### src/rtl/mips_pipe_pkg.sv
// Shared constants and encodings for the MIPS pipeline stages.
// Used by the D->E register, the extender and the controller.
package mips_pipe_pkg;

   localparam int          TNEW_W_DEF   = 2;
   localparam logic [31:0] NOP_INSTR    = 32'h0000_0000;
   localparam logic [31:0] RESET_PC_DEF = 32'h0000_3000;

   typedef enum logic [1:0] {
      EXT_ZERO = 2'b00,
      EXT_SIGN = 2'b01,
      EXT_LUI  = 2'b10
   } ext_op_e;

   // next-state select shared by every flat field of a pipe register
   typedef enum logic [1:0] {
      SEL_LOAD,
      SEL_HOLD,
      SEL_BUBBLE,
      SEL_RESET
   } pipe_sel_e;

endpackage

### src/rtl/tnew_counter.sv
// Tnew register for the E stage: load, hold-countdown or clear,
// always decrementing with a floor of zero.
module tnew_counter #(
   parameter int W = 2
) (
   input  logic         clk,
   input  logic         reset,
   input  logic         hold,
   input  logic         clear,
   input  logic [W-1:0] d,
   output logic [W-1:0] q
);

   function automatic logic [W-1:0] sat_dec(input logic [W-1:0] v);
      return (v == '0) ? '0 : v - W'(1);
   endfunction

   always_ff @(posedge clk) begin
      if (reset)
         q <= '0;
      else if (hold)
         q <= sat_dec(q);
      else if (clear)
         q <= '0;
      else
         q <= sat_dec(d);
   end

endmodule

### src/rtl/id_ex_reg.sv
// D->E pipeline register with bubble insertion, E-stage hold and Tnew countdown.
// Define ID_EX_PERF_EN to add the bubble_cnt performance counter.
module id_ex_reg
   import mips_pipe_pkg::*;
#(
   parameter int          TNEW_W   = TNEW_W_DEF,
   parameter logic [31:0] RESET_PC = RESET_PC_DEF
) (
   input  logic              clk,
   input  logic              reset,
   input  logic              stall,
   input  logic              flush,
   input  logic              ex_hold,
   input  logic              fwd_rs_en,
   input  logic [31:0]       fwd_rs_data,
   input  logic              fwd_rt_en,
   input  logic [31:0]       fwd_rt_data,
   input  logic [31:0]       instr_d,
   input  logic [31:0]       pc8_d,
   input  logic [31:0]       rs_d,
   input  logic [31:0]       rt_d,
   input  logic [31:0]       ext32_d,
   input  logic [4:0]        a3_d,
   input  logic [TNEW_W-1:0] tnew_d,
   output logic [31:0]       instr_e,
   output logic [31:0]       pc8_e,
   output logic [31:0]       rs_e,
   output logic [31:0]       rt_e,
   output logic [31:0]       ext32_e,
   output logic [4:0]        a3_e,
   output logic [TNEW_W-1:0] tnew_e,
   output logic              bubble_e
`ifdef ID_EX_PERF_EN
   ,
   output logic [31:0]       bubble_cnt
`endif
);

   pipe_sel_e         sel;
   logic [TNEW_W-1:0] tnew_ld;

   always_comb begin
      sel = SEL_LOAD;
      priority case (1'b1)
         reset:         sel = SEL_RESET;
         ex_hold:       sel = SEL_HOLD;
         stall | flush: sel = SEL_BUBBLE;
         default:       sel = SEL_LOAD;
      endcase
   end

   // no destination register means no producer to wait for
   assign tnew_ld = (a3_d == 5'd0) ? '0 : tnew_d;

   tnew_counter #(.W(TNEW_W)) u_tnew (
      .clk   (clk),
      .reset (reset),
      .hold  (ex_hold),
      .clear (stall | flush),
      .d     (tnew_ld),
      .q     (tnew_e)
   );

   always_ff @(posedge clk) begin
      case (sel)
         SEL_RESET, SEL_BUBBLE: begin
            instr_e  <= NOP_INSTR;
            pc8_e    <= RESET_PC;
            rs_e     <= '0;
            rt_e     <= '0;
            ext32_e  <= '0;
            a3_e     <= '0;
            bubble_e <= (sel == SEL_BUBBLE);
         end
         SEL_HOLD: begin
            if (fwd_rs_en)
               rs_e <= fwd_rs_data;
            if (fwd_rt_en)
               rt_e <= fwd_rt_data;
         end
         SEL_LOAD: begin
            instr_e  <= instr_d;
            pc8_e    <= pc8_d;
            rs_e     <= rs_d;
            rt_e     <= rt_d;
            ext32_e  <= ext32_d;
            a3_e     <= a3_d;
            bubble_e <= 1'b0;
         end
      endcase
   end

`ifdef ID_EX_PERF_EN
   always_ff @(posedge clk) begin
      if (reset)
         bubble_cnt <= '0;
      else if (sel == SEL_BUBBLE)
         bubble_cnt <= bubble_cnt + 32'd1;
   end
`endif

endmodule
### config.mk
export PLATFORM = sky130hd
export DESIGN_NAME = id_ex_reg
export DESIGN_NICKNAME = d
export VERILOG_FILES = /design/src/rtl/mips_pipe_pkg.sv /design/src/rtl/tnew_counter.sv /design/src/rtl/id_ex_reg.sv
export SDC_FILE = /design/constraint.sdc
export NUM_CORES = 1
export LEC_CHECK = 0
export BUFFER_PORTS_ARGS = -buffer_cell sky130_fd_sc_hd__buf_2
export CORE_AREA = 2 2 157 159
export CTS_CLUSTER_DIAMETER = 50
export DETAILED_ROUTE_END_ITERATION = 10
export DIE_AREA = 0 0 159 161
export GPL_TIMING_DRIVEN = 0
export MAX_ROUTING_LAYER = met4
export SYNTH_ARGS = -nofsm -noshare
export SYNTH_HDL_FRONTEND = slang
export SYNTH_SLANG_ARGS = --single-unit
### constraint.sdc
create_clock -name clk -period 3.84 [get_ports clk]
set_clock_uncertainty 0.05 [all_clocks]
set_input_delay 0.384 -clock clk [delete_from_list [all_inputs] [get_ports clk]]
set_output_delay 0.384 -clock clk [all_outputs]
set_load 0.01 [all_outputs]
After elaboration in Yosys (flattened, before gate mapping). Index checks and enable logic that the tools add are counted.

Flip-flop bits (word level): 168. Input bits: 238. Word-level logic and storage cells: 39.

Add/sub/neg operators: 2. Eq/ne operators: 5. Multiplexer cells: 17. Bitwise logic cells: 1. Reductions and logical operators: 6.

Operators by type and width (count): $pmux 32 s2 (3); $pmux 32 s3 (2); $mux 32 (2); $mux 2 (8); $pmux 5 s2 (1); $logic_not 2->1 (3); $logic_not 5->1 (1); $eq 2x2->1 const B (2); $ne 2x2->1 const B (2); $sub 2x1->2 const B (2); $eq 2x1->1 const B (1); $pmux 1 s2 (1); $reduce_bool 2->1 (1); $reduce_or 2->1 (1); $or 1x1->1 (1).

Logic depth before layout (Yosys ltp).
Word-level depth: 7. Depth in mapped cells: 6.

Cells and area by module. From an unflattened synthesis, not the netlist that was laid out.

Cell total of the unflattened synthesis: 523. Area, all modules: 7195.7 µm².

Modules (own cells, without submodules): id_ex_reg (times used 1, cells an instance 515, area an instance 7111.8 µm², sequential area each 4984.8 µm²); tnew_counter (times used 1, cells an instance 8, area an instance 83.8 µm², sequential area each 40.0 µm²).

Worst setup path before layout. OpenSTA, ideal clock, no wires.

Path kind: input to register. Start point: input ex_hold. End point: register a3_e[0] (enable). Library setup time: 456 ps. Arrival: 2901 ps. Slack: 434 ps. Cell stages on the path: 5. Buffers on the path: 3. Path through: nor2b_1 > buf_2 > buf_6 > buf_4 > inv_1.

Longest elaborated chain between the ends: 5.

Ends and longest elaborated chain: start, declared (line id_ex_reg.sv:13) `input logic ex_hold,`; $mux 2 (*) (2 in series) (line id_ex_reg.sv:44) `priority case (1'b1)`; $eq 2x2->1 (line id_ex_reg.sv:65) `case (sel)`; $reduce_or 2->1 (line id_ex_reg.sv:65); $reduce_bool 2->1 (no line) (*); end signal, assigned (line id_ex_reg.sv:72) `a3_e <= '0;`; end signal, assigned (line id_ex_reg.sv:87) `a3_e <= a3_d;`; end, declared (line id_ex_reg.sv:30) `output logic [4:0] a3_e,`.

Every way passes the cells marked *; elsewhere a longest branch is shown, timed or not. A chain may end at the register's enable or synchronous reset.

Final worst setup path.
Start point: input ex_hold. End point: register ext32_e[12] (enable).

Longest elaborated chain between the ends: 5.

Ends and longest elaborated chain: $mux 2 (*) (2 in series) (line id_ex_reg.sv:44); $eq 2x2->1 (line id_ex_reg.sv:65); $reduce_or 2->1 (line id_ex_reg.sv:65); $reduce_bool 2->1 (no line) (*); end signal, assigned (line id_ex_reg.sv:86) `ext32_e <= ext32_d;`; end, declared (line id_ex_reg.sv:29) `output logic [31:0] ext32_e,`.

Marked as above.

==> flow_summary_export.csv <==
group,metric,value,unit
logic_synthesis,synth-main-ff-cell,"edfxtp_1",
timing,finalCriticalPeriod,2.03,ns
timing,tightest_slew,0.803,ns
layout,area_growth,47.1,%
clock_tree,cts.sinks,168,
place,dp_hpwl,15100,um
logic_synthesis,yosys.cell_types.count,21,
routing,met3_length,1600,um
layout,layout_common_cells,"406 x buf_2, 166 x edfxtp_1, 99 x and2_1, 64 x a22o_1, 17 x clkbuf_16",
power,p_leak,0.00452,uW
outcome,status,"finished, final reports clean",
layout,drive_gt1_share,56.8,%
timing,max_freq,493,MHz
place,place_area,8950,um^2
clock_tree,cts_hold_buf,0,
timing,whs,0.108,ns
min_path,hold_start,"tnew_d[0]",
die,design.core.area,24000,um^2
place,gp_congestion,0.810,
global_route,grtUsageTotal,15.6,%
power,p_per_area,453,nW/um^2
power,peakVddDrop,0.224,mV
die,die_y,161,um
power,switchingPower,1090,uW
logic_synthesis,synth.top_cells.by_area,"edfxtp_1 77%, and2_1 9.6%, a22o_1 8.6%, buf_6 1.4%, clkbuf_2 0.62%",
critical_path,crit_type,"input port to flip-flop",
clock_tree,clk_latency,0.42,ns
logic_synthesis,synth_top_cell_by_area,"edfxtp_1",
logic_synthesis,ys_ff_latch,168,
global_route,antenna_found_initial,3,
routing,vias,4785,
power,combPwrFrac,10.7,%
layout,layout.nets,1036,
global_route,grt_pass1_vias,4976,
global_route,grt_max_degree,55,
flow_run,cap_violations,0,
logic_synthesis,syn_area_per_cell,17.4,um^2
critical_path,r2r_cells,2,
logic_synthesis,synthArstFlopShare,0,%
die,fp-row-count,57,
routing,drtPass1Iterations,4,
logic_synthesis,seq_area_frac_synth,77.5,%
routing,m1WireLength,7670,um
critical_path,path_max_fanout,54,
critical_path,start_kind,"input port",
timing,maxSlewHeadroom,46.4,%
timing,setup_viol,0,
power,power.internal,3230,uW
layout,multi_input_area,1280,um^2
routing,wl_per_cell,17.3,um
timing,setup_ws,1.81,ns
critical_path,crit_required,3.89,ns
clock_tree,cts.clk_slew.worst_paths,0.07,ns
critical_path,r2r_end,"u_tnew.q[0]$_SDFF_PP0_",
timing,hold_violations,0,
power,swShare,25.2,%
critical_path,crit_chain,"buf_2, nor2b_1, buf_2, buf_6, buf_4, inv_4, buf_16",
logic_synthesis,synth_edf_count,166,
global_route,overflow,0,
critical_path,rr_startpoint,"u_tnew.q[1]$_SDFF_PP0_",
place,io_buffers,405,
die,die_width,159,um
critical_path,critPathCaptureType,"flip-flop",
routing,routed_wl,19800,um
routing,vias_per_cell,4.20,
die,start_util,27.1,%
clock_tree,cts_htree_levels,4,
clock_tree,cts_tree,"yes",
clock_tree,clockBufferDepth,2,
clock_tree,cts_resized,0,
logic_synthesis,synth_area,6480,um^2
critical_path,cpMaxStageDelayCell,"inv_4",
routing,drc,0,
critical_path,worst-path-buf-inv,6,
clock_tree,postCtsSetupBuffers,0,
layout,final_util,39.8,%
routing,first_iter_violations,239,
logic_synthesis,yosys_warnings,0,
clock_tree,cts-buffers-inserted,17,
min_path,worstHoldPathType,"input port to flip-flop",
power,p_clk_share,38.9,%
min_path,holdPathStages,2,
routing,route.met2.wl,10200,um
logic_synthesis,synth_cells,373,
layout,postLayoutCellArea,9540,um^2
logic_synthesis,synth_nets,611,
place,dpl_worst_slack,1.33,ns
layout,seq_area,5020,um^2
layout,num-fill-cells,2348,
timing,maxSlewViolCount,0,
power,p_seq_share,50.5,%
timing,period_share,52.8,%
timing,rsz0062_at_grt,"no",
critical_path,r2r_setup_slack,3.15,ns
die,io_pins,406,
clock_tree,clock-root-buffer,"clkbuf_16",
layout,layout_commonest_cell,"buf_2",
logic_synthesis,synth_top_cell_area_share,76.9,%
critical_path,slowest_delay,0.49,ns
min_path,min_to,"u_tnew.q[0]$_SDFF_PP0_",
routing,top_layer,"met4",
global_route,grt_pass1_wl,28700,um
critical_path,cp_data_arrival_time,2.07,ns
routing,ant_nets,0,
critical_path,critPathMostFrequentCell,"buf_2",
critical_path,crit_family,"buffers and inverters",
die,die_area,25600,um^2
-- per-stage QoR --
step	cells	total power, uW	TNS, ns
after floorplan	373	2390	0
after global placement	1102	2690	-98.63
after detailed placement	1103	2690	0
after CTS	1135	4380	0
after global routing	1138	4500	0
final	1139	4320	0
-- registers in the layout (all words and copies together), names as in the netlist --
name and cells:
ext32_e 32, instr_e 32, pc8_e 32, rs_e 32
rt_e 32, a3_e 5, u_tnew.q 2, bubble_e 1
-- worst reg2reg max path, delay by kind of cell, from the launching register on --
kind             cells  cell delay [ns]
AND/OR/NAND/NOR      1             0.07
flip-flops           1             0.36
AO/OA/AOI/OAI        1             0.14
-- power groups by stage --
stage	registers, uW	logic, uW	clock network [uW]
after floorplan	2300	92.0	0
after global placement	2220	463	0
after detailed placement	2220	467	0
after CTS	2180	469	1730
after global routing	2190	497	1810
final	2180	461	1680
-- layout make-up --
type	count	share of cell area [%]
diodes	4	0.105
clock buffers	17	4.46
inverters	2	0.105
plain buffers	26	1.85
clock inverters	15	1.56
flip-flops and latches	168	52.7
multi-input cells	177	13.4
well taps	324	4.25
repair buffers	406	21.5
-- kinds of logic after synthesis --
logic type	count (synthesis)	synth area share [%]
flops	168	77.5
simple gates	110	10.7
compound gates	67	8.93
buf+inv	28	2.84
-- metal layers --
metal  up-vias  track usage [%]
met2       271             27.0
met1      2217             17.2
met3        20             4.96
met5         -                -
li1       2277                -
met4         0             5.21
-- synth_stat cells, types with 2 or more instances --
library cell  number
nand2b_1           4
a22o_1            64
clkbuf_2           8
buf_4              2
clkbuf_1           7
buf_6              8
inv_1              2
and2_1            99
edfxtp_1         166
dfxtp_1            2
-- worst max-delay path by stage --
| stage | from | endpoint | slack, ns | depth (start not counted) |
|---|---|---|---|---|
| floorplan | ex_hold | a3_e[0]$_SDFFCE_PP0P_ | 0.43 | 5 |
| global placement | ex_hold | ext32_e[14]$_SDFFCE_PP0P_ | -0.97 | 6 |
| detailed placement | ex_hold | ext32_e[15]$_SDFFCE_PP0P_ | 1.33 | 7 |
| CTS | ex_hold | ext32_e[12]$_SDFFCE_PP0P_ | 1.78 | 7 |
| global route | ex_hold | ext32_e[12]$_SDFFCE_PP0P_ | 1.71 | 7 |
| finish | ex_hold | ext32_e[12]$_SDFFCE_PP0P_ | 1.81 | 7 |
No activity file was read; power rests on OpenSTA's default activity.
